### src/rtl/reg_scoreboard_pkg.sv
// Shared constants for the register scoreboard: address width, architectural
// register count and the hard-wired zero register index.
package reg_scoreboard_pkg;
  localparam int                  REG_ADDR_W = 5;
  localparam int                  NUM_REGS   = 32;
  localparam logic [REG_ADDR_W-1:0] ZERO_REG = 5'd0;
endpackage

### src/rtl/sb_counter.sv
// Single saturating up/down pending-write counter with synchronous clear.
module sb_counter #(
  parameter int CNT_W = 2
) (
  input  logic             clk,
  input  logic             reset,
  input  logic             i_inc,
  input  logic             i_dec,
  input  logic             i_clr,
  output logic [CNT_W-1:0] o_count
);
  localparam logic [CNT_W-1:0] CNT_ZERO = {CNT_W{1'b0}};
  localparam logic [CNT_W-1:0] CNT_MAX  = {CNT_W{1'b1}};
  localparam logic [CNT_W-1:0] CNT_ONE  = {{(CNT_W-1){1'b0}}, 1'b1};

  logic [CNT_W-1:0] r_count;
  logic [CNT_W-1:0] w_count_nxt;

  // Next count: simultaneous inc and dec cancel; both ends saturate.
  always_comb begin
    w_count_nxt = r_count;
    case ({i_inc, i_dec})
      2'b10: begin
        if (r_count != CNT_MAX) w_count_nxt = r_count + CNT_ONE;
        else                    w_count_nxt = r_count;
      end
      2'b01: begin
        if (r_count != CNT_ZERO) w_count_nxt = r_count - CNT_ONE;
        else                     w_count_nxt = r_count;
      end
      default: w_count_nxt = r_count;
    endcase
  end

  // Counter state; reset outranks clear, clear outranks inc/dec.
  always_ff @(posedge clk) begin
    if (reset)      r_count <= CNT_ZERO;
    else if (i_clr) r_count <= CNT_ZERO;
    else            r_count <= w_count_nxt;
  end

  assign o_count = r_count;
endmodule

### src/rtl/reg_scoreboard.sv
// Register scoreboard: per-register pending-write counters, RAW/overflow
// stall generation, busy vector and sticky writeback-underflow flag.
module reg_scoreboard
  import reg_scoreboard_pkg::*;
#(
  parameter int NUM_REGS = reg_scoreboard_pkg::NUM_REGS,
  parameter int CNT_W    = 2
) (
  input  logic                  clk,
  input  logic                  reset,
  input  logic                  issue_valid,
  input  logic                  issue_wr,
  input  logic [REG_ADDR_W-1:0] issue_dest_addr,
  input  logic [REG_ADDR_W-1:0] inst_read_reg_addr1,
  input  logic [REG_ADDR_W-1:0] inst_read_reg_addr2,
  input  logic                  src_use1,
  input  logic                  src_use2,
  input  logic                  reg_wr,
  input  logic [REG_ADDR_W-1:0] reg_wr_addr,
  input  logic                  flush,
  output logic                  stall_flag,
  output logic [NUM_REGS-1:0]   busy_vec,
  output logic                  err_underflow
);
  localparam logic [CNT_W-1:0] CNT_ZERO = {CNT_W{1'b0}};
  localparam logic [CNT_W-1:0] CNT_MAX  = {CNT_W{1'b1}};

  logic [CNT_W-1:0]    w_count [NUM_REGS];
  logic [NUM_REGS-1:0] w_inc_vec;
  logic [NUM_REGS-1:0] w_dec_vec;
  logic                w_raw;
  logic                w_ovf;
  logic                w_accept;
  logic                w_underflow;
  logic                r_err_underflow;

  assign w_count[0] = CNT_ZERO;

  genvar g;
  generate
    for (g = 1; g < NUM_REGS; g++) begin : g_cnt
      sb_counter #(.CNT_W(CNT_W)) u_cnt (
        .clk     (clk),
        .reset   (reset),
        .i_inc   (w_inc_vec[g]),
        .i_dec   (w_dec_vec[g]),
        .i_clr   (flush),
        .o_count (w_count[g])
      );
    end
  endgenerate

  // Hazard detection against registered counts only (no writeback bypass).
  always_comb begin
    w_raw = 1'b0;
    w_ovf = 1'b0;
    if (src_use1 && (inst_read_reg_addr1 != ZERO_REG) &&
        (w_count[inst_read_reg_addr1] != CNT_ZERO)) w_raw = 1'b1;
    else w_raw = 1'b0;
    if (src_use2 && (inst_read_reg_addr2 != ZERO_REG) &&
        (w_count[inst_read_reg_addr2] != CNT_ZERO)) w_raw = 1'b1;
    else w_raw = w_raw;
    if (issue_wr && (issue_dest_addr != ZERO_REG) &&
        (w_count[issue_dest_addr] == CNT_MAX)) w_ovf = 1'b1;
    else w_ovf = 1'b0;
  end

  assign stall_flag = issue_valid & (w_raw | w_ovf);
  assign w_accept   = issue_valid & ~stall_flag & ~flush;

  // Per-register increment/decrement strobes; decrement only when pending.
  always_comb begin
    w_inc_vec = {NUM_REGS{1'b0}};
    w_dec_vec = {NUM_REGS{1'b0}};
    for (int i = 1; i < NUM_REGS; i++) begin
      w_inc_vec[i] = w_accept && issue_wr && (issue_dest_addr == REG_ADDR_W'(i));
      w_dec_vec[i] = reg_wr && (reg_wr_addr == REG_ADDR_W'(i)) &&
                     (w_count[i] != CNT_ZERO);
    end
  end

  // Busy bits derive from the registered counters.
  always_comb begin
    busy_vec = {NUM_REGS{1'b0}};
    for (int i = 0; i < NUM_REGS; i++) begin
      busy_vec[i] = (w_count[i] != CNT_ZERO);
    end
  end

  assign w_underflow = reg_wr && (reg_wr_addr != ZERO_REG) &&
                       (w_count[reg_wr_addr] == CNT_ZERO);

  // Sticky underflow flag; a flush cycle neither sets nor clears it.
  always_ff @(posedge clk) begin
    if (reset)                     r_err_underflow <= 1'b0;
    else if (!flush && w_underflow) r_err_underflow <= 1'b1;
    else                           r_err_underflow <= r_err_underflow;
  end

  assign err_underflow = r_err_underflow;
endmodule

### config.mk
export PLATFORM = sky130hd
export DESIGN_NAME = reg_scoreboard
export DESIGN_NICKNAME = d
export VERILOG_FILES = /design/src/rtl/reg_scoreboard_pkg.sv /design/src/rtl/sb_counter.sv /design/src/rtl/reg_scoreboard.sv
export SDC_FILE = /design/constraint.sdc
export NUM_CORES = 1
export LEC_CHECK = 0
export BUFFER_PORTS_ARGS = -buffer_cell sky130_fd_sc_hd__clkbuf_2
export CAP_MARGIN = 20
export CORE_MARGIN = 5
export CORE_UTILIZATION = 55
export CTS_CLUSTER_DIAMETER = 40
export CTS_CLUSTER_SIZE = 20
export DETAILED_ROUTE_END_ITERATION = 12
export PLACE_DENSITY = 0.75
export SETUP_SLACK_MARGIN = 0.2
export SYNTH_ARGS = -nofsm -noshare
export SYNTH_HDL_FRONTEND = slang
export SYNTH_HIERARCHICAL = 1
export SYNTH_SLANG_ARGS = --single-unit
### constraint.sdc
create_clock -name clk -period 8.3 [get_ports clk]
set_clock_uncertainty 0.05 [all_clocks]
set_input_delay 0.83 -clock clk [delete_from_list [all_inputs] [get_ports clk]]
set_output_delay 0.83 -clock clk [all_outputs]
set_load 0.005 [all_outputs]
# --- Word-level counts from Yosys, hierarchy flattened ---
# Index checks and enable logic that the tools add are counted.
totals:
  reg_bits: 63
  output_inout_bits: 34
classes:
  addsub: 62
  order_cmp: 4
  n_eq_ne: 218
  n_mux: 108
  bitwise_logic: 10
  reduce_logical: 205
op_table:
  columns: ["cell", "n"]
  rows:
  - ["== test 5 bit, second input constant", 32]
  - ["2-to-1 mux 2 bit", 70]
  - ["nonzero test 2 bit", 64]
  - ["inequality test 2 bit, second input constant", 62]
  - ["case mux 2 bit (2 select lines)", 31]
  - ["logical AND 1 bit", 103]
  - ["AND reduction 3 bit", 31]
  - ["== test 5 x 4 -> 1 bit, second input constant", 16]
  - ["== test 2 bit, second input constant", 32]
  - ["adder 2 x 1 -> 2 bit, second input constant", 31]
  - ["== test 2 x 1 -> 1 bit, second input constant", 31]
  - ["inequality test 2 x 1 -> 1 bit, second input constant", 31]
  - ["subtractor 2 x 1 -> 2 bit, second input constant", 31]
  - ["binary-select mux 2 bit (select 5 bit)", 4]
  - ["== test 5 x 3 -> 1 bit, second input constant", 8]
  - [">= comparator 6 bit, second input constant", 4]
  - ["NOT 5 -> 6 bit", 4]
  - ["== test 5 x 2 -> 1 bit, second input constant", 4]
  - ["nonzero test 5 bit", 4]
  - ["== test 5 x 1 -> 1 bit, second input constant", 2]
  - ["bitwise AND 1 bit", 3]
  - ["2-to-1 mux 1 bit", 3]
  - ["zero test 2 bit", 1]
  - ["NOT 1 bit", 2]
  - ["3 further kinds", 3]

# --- Logic depth before layout (Yosys ltp) ---
depth:
  word_depth: 18
  depth_mapped: 13

# --- Cells and area by module ---
# The synthesis kept the hierarchy.
by_module_without_submodules:
  columns: ["module", "instances", "cells_each", "area_per_inst_um2", "seq_area_each_um2"]
  rows:
  - ["sb_counter", 31, 12, 113.9, 40.0]
  - ["reg_scoreboard", 1, 365, 2343.5, 20.0]

# --- Worst setup path before layout ---
# OpenSTA, ideal clock, no wires.
synth_path:
  path_type: "input -> output"
  start: "input issue_dest_addr[1]"
  end: "output stall_flag"
  arrival_time_ns: 2.281
  t_required_ns: 7.420
  path_slack_ns: 5.139
  path_stages: 7
  path_buffers: 1
  path_cell_list: "buf_2 > and2b_1 > a221oi_1 > nor4_1 > a31oi_1 > a2111oi_4 > o41a_1"
synth_via:
  elab_chain_cells: 9
  word_cells_on_any_way: 11
  classes_between: "1 x eq/ne; 4 x mux; 3 x bitwise; 3 x reduce/logical"
synth_rtl:
  columns: ["item", "line", "source"]
  rows:
  - ["start: declaration", "reg_scoreboard.sv:13", "input logic [REG_ADDR_W-1:0] issue_dest_addr,"]
  - ["NOT 5 -> 6 bit (not written as such)", "reg_scoreboard.sv:64", "(w_count[issue_dest_addr] == CNT_MAX)) w_ovf = 1'b1;"]
  - ["binary-select mux 2 bit (select 5 bit)", "reg_scoreboard.sv:64", null]
  - ["2-to-1 mux 2 bit (not written as such) (2 in a row)", "reg_scoreboard.sv:64", null]
  - ["== test 2 bit", "reg_scoreboard.sv:64", null]
  - ["logical AND 1 bit *", "reg_scoreboard.sv:63", "if (issue_wr && (issue_dest_addr != ZERO_REG) &&"]
  - ["2-to-1 mux 1 bit *", "reg_scoreboard.sv:63", null]
  - ["OR 1 bit *", "reg_scoreboard.sv:68", "assign stall_flag = issue_valid & (w_raw | w_ovf);"]
  - ["bitwise AND 1 bit *", "reg_scoreboard.sv:68", null]
  - ["end: declaration", "reg_scoreboard.sv:21", "output logic stall_flag,"]
# Mark *: on every way between the ends. The rest lies on a longest branch, timed or not. The select of a mux whose other input is x is not followed.

# --- Worst setup path after layout ---
layout_path:
  start: "input issue_dest_addr[0]"
  end: "output stall_flag"
# Same word-level chain as after synthesis.

==> out/qor.yml <==
critical_path:
  worstPathRequired_ns: 7.42
  cp-end-kind: "primary output"
  r2r-start: "g_cnt[22].u_cnt/o_count[0]$_SDFFE_PP0P_"
  slowest_stage: "a2111oi_4"
  crit_buf_inv: 2
  r2r-end: "g_cnt[13].u_cnt/o_count[0]$_SDFFE_PP0P_"
  crit_arrival_ns: 3.38
  worst_path_most_repeated_cell: "clkbuf_2"
  worstSetupPathType: "input port to primary output"
  path_max_fanout: 29
  r2r_slack_ns: 4.67
  crit_chain: "clkbuf_2 -> and2b_1 -> a221oi_1 -> nor4_1 -> a31oi_1 -> a2111oi_4 -> o41a_1 -> clkbuf_2"
  startpoint_type: "input port"
  path_delay_family: "compound AO/OA/AOI/OAI gates"
  crit_path_end: "stall_flag"
  cp_slowest_stage_delay_ns: 0.85
  r2r_cells: 10
  startpoint: "issue_dest_addr[0]"
  cp.depth: 8
sta:
  slew_headroom_pct: 33.6
  rsz0062_at_grt: "no"
  final-setup-viol-count: 0
  hold_viol: 0
  fin_crit_ns: 4.26
  max_freq_ghz: 0.235
  tightest_slew_ns: 0.988
  worst_slack_ns: 4.04
  maxSlewViolCount: 0
  fin_tns_setup_ns: 0
  holdWs_ns: 0.482
  period_share_pct: 51.3
clocking:
  clock_sinks: 63
  cts_hold_buf: 0
  cts_max_level: 3
  post_cts_resized: 0
  cts_setup_buffers: 0
  clk_latency_ns: 0.36
  cts_root_buffer: "clkbuf_8"
  clockBufferDepth: 2
  cts_buffers: 9
  cts_tree: "built"
  clk_pin_slew_ns: 0.06
logic_synthesis:
  async_flop_share_pct: 0
  seq_area_frac_synth_pct: 21.5
  yosys_warnings: 6
  syn_area_um2: 5870
  synth-edff-count: 0
  synth_cell_types: 51
  synth_nets: 765
  syn_inst: 737
  synth-seq-cells: 63
  avgSynthCellArea_um2: 7.97
  ys.flop_type: "dfxtp_1"
floorplanning:
  ioPinCount: 62
  fp.coreArea_um2: 10400
  die_area_um2: 12800
  rows: 37
  fp.dieW_um: 113
  die_h_um: 113
  start_util_pct: 56.6
drt:
  vias: 6172
  post_drt_wl_per_cell_um: 20.0
  via_per_inst: 6.69
  antenna_left: 0
  firstDrtPassIters: 5
  drc: 0
  routed_wirelength_um: 18500
  drtIter0Drc: 632
global_route:
  antenna_found_initial: 0
  grt_pass1_wl_um: 29700
  grt_max_degree: 64
  overflow: 0
  gr-usage-all-layers_pct: 28.7
  grt_pass1_vias: 5898
place:
  place_congestion: 0.941
  numPortBuffers: 60
  post-dp-hpwl_um: 13600
  post-place-ws_ns: 4.12
power:
  p_seq_share_pct: 48.3
  powerDensity_nw_per_um2: 98.3
  sw_frac_of_total_pct: 31.0
  power.leakage_nw: 2.40
  total_power_mw: 0.628
  p_int_mw: 0.433
  pwr-share-clk_pct: 37.7
  power_switching_mw: 0.195
  p_comb_share_pct: 14.1
  irDropWorstVdd_v: 0.0000765
flow_run:
  max-cap-violations: 0
layout:
  layout_commonest_cell: "nand2_1"
  n_fill_cell: 943
  multi_input_area_um2: 4320
  area_delta_synth_final_pct: 8.82
  diodes: 0
  final_cell_mix: "nand2_1, nor3_1, dfxtp_1"
  drive_above_1_share_pct: 21.1
  seq_area_um2: 1260
  nets: 810
outcome:
  run_status: "completed"
hold_path:
  hp-class: "register to register"
## synthesized netlist by cell type, drive strengths merged, types with 11 or more instances
| cell | n | area, um2 |
|---|---|---|
| mux4 | 23 | 533 |
| buf | 19 | 118 |
| nand3 | 15 | 75.1 |
| nand2 | 89 | 334 |
| clkbuf | 11 | 41.3 |
| nor2 | 47 | 176 |
| nor4 | 37 | 231 |
| o21ai | 67 | 335 |
| inv | 36 | 135 |
| a2111oi | 34 | 511 |
| or2b | 62 | 504 |
| and2b | 32 | 240 |
| nor3 | 64 | 320 |
| dfxtp | 63 | 1260 |
| a211oi | 32 | 240 |
| and3b | 31 | 272 |
## metrics by stage
step | cells | utilization (%) | instance area (um2)
after floorplan | 737 | - | 5870
after global placement | 906 | 59.9 | 6210
after detailed placement | 907 | 60.1 | 6230
after CTS | 923 | 61.6 | 6390
after global routing | 923 | 61.6 | 6390
final | 923 | 61.6 | 6390
## cell families after synthesis
family / Yosys count / synth area share [%]
and+or+nand+nor: 407 / 40.2
buffers and inverters: 66 / 5.01
AOI/OAI and AO/OA: 170 / 22.9
muxes: 30 / 10.4
DFF: 63 / 21.5
other: 1 / 0.0639
## metal layers
| layer | vias to the layer above | track usage (%) | part of all wire (%) |
|---|---|---|---|
| met1 | 2918 | 35.2 | 39 |
| met2 | 325 | 49.0 | 48 |
| met5 | - | 0 | 0 |
| li1 | 2861 | - | - |
| met3 | 68 | 5.51 | 9.3 |
| met4 | 0 | 12.0 | 3.9 |
## power groups by stage
| stage | sequential [mW] | combinational, mW | clock [mW] |
|---|---|---|---|
| after global placement | 0.310 | 0.0831 | 0 |
| after global routing | 0.303 | 0.0940 | 0.253 |
| after floorplan | 0.310 | 0.0496 | 0 |
| after CTS | 0.303 | 0.0859 | 0.240 |
| after detailed placement | 0.310 | 0.0857 | 0 |
| final | 0.303 | 0.0883 | 0.237 |
## tightest hold or removal path, cell delays in order, from the launching register on
cell and delay [ns]:
dfxtp_1 0.35, nand2_1 0.07, a211oi_1 0.06
## registers in the layout, indices dropped and copies added, names as in the netlist
register / count
err_underflow: 1
g_cnt.u_cnt/o_count: 62
## cell type report
| class | count | area share, % |
|---|---|---|
| timing repair buffer | 64 | 5.48 |
| sequential | 63 | 19.7 |
| clock buffer | 11 | 2.06 |
| clock inverter | 5 | 0.392 |
| multi-input combinational | 608 | 67.6 |
| tap | 136 | 2.66 |
| inverter | 36 | 2.11 |
## worst min-delay path by stage
stage	startpoint	endpoint	slack (ns)	cells after the start
finish	g_cnt[15].u_cnt/o_count[1]$_SDFFE_PP0P_	g_cnt[15].u_cnt/o_count[1]$_SDFFE_PP0P_	0.48	2
global route	g_cnt[6].u_cnt/o_count[0]$_SDFFE_PP0P_	g_cnt[6].u_cnt/o_count[0]$_SDFFE_PP0P_	0.50	1
floorplan	g_cnt[2].u_cnt/o_count[1]$_SDFFE_PP0P_	g_cnt[2].u_cnt/o_count[1]$_SDFFE_PP0P_	0.42	2
CTS	g_cnt[6].u_cnt/o_count[1]$_SDFFE_PP0P_	g_cnt[6].u_cnt/o_count[1]$_SDFFE_PP0P_	0.48	2
global placement	g_cnt[22].u_cnt/o_count[1]$_SDFFE_PP0P_	g_cnt[22].u_cnt/o_count[1]$_SDFFE_PP0P_	0.45	2
detailed placement	g_cnt[2].u_cnt/o_count[1]$_SDFFE_PP0P_	g_cnt[2].u_cnt/o_count[1]$_SDFFE_PP0P_	0.47	2
(Power assumes the default switching activity.)
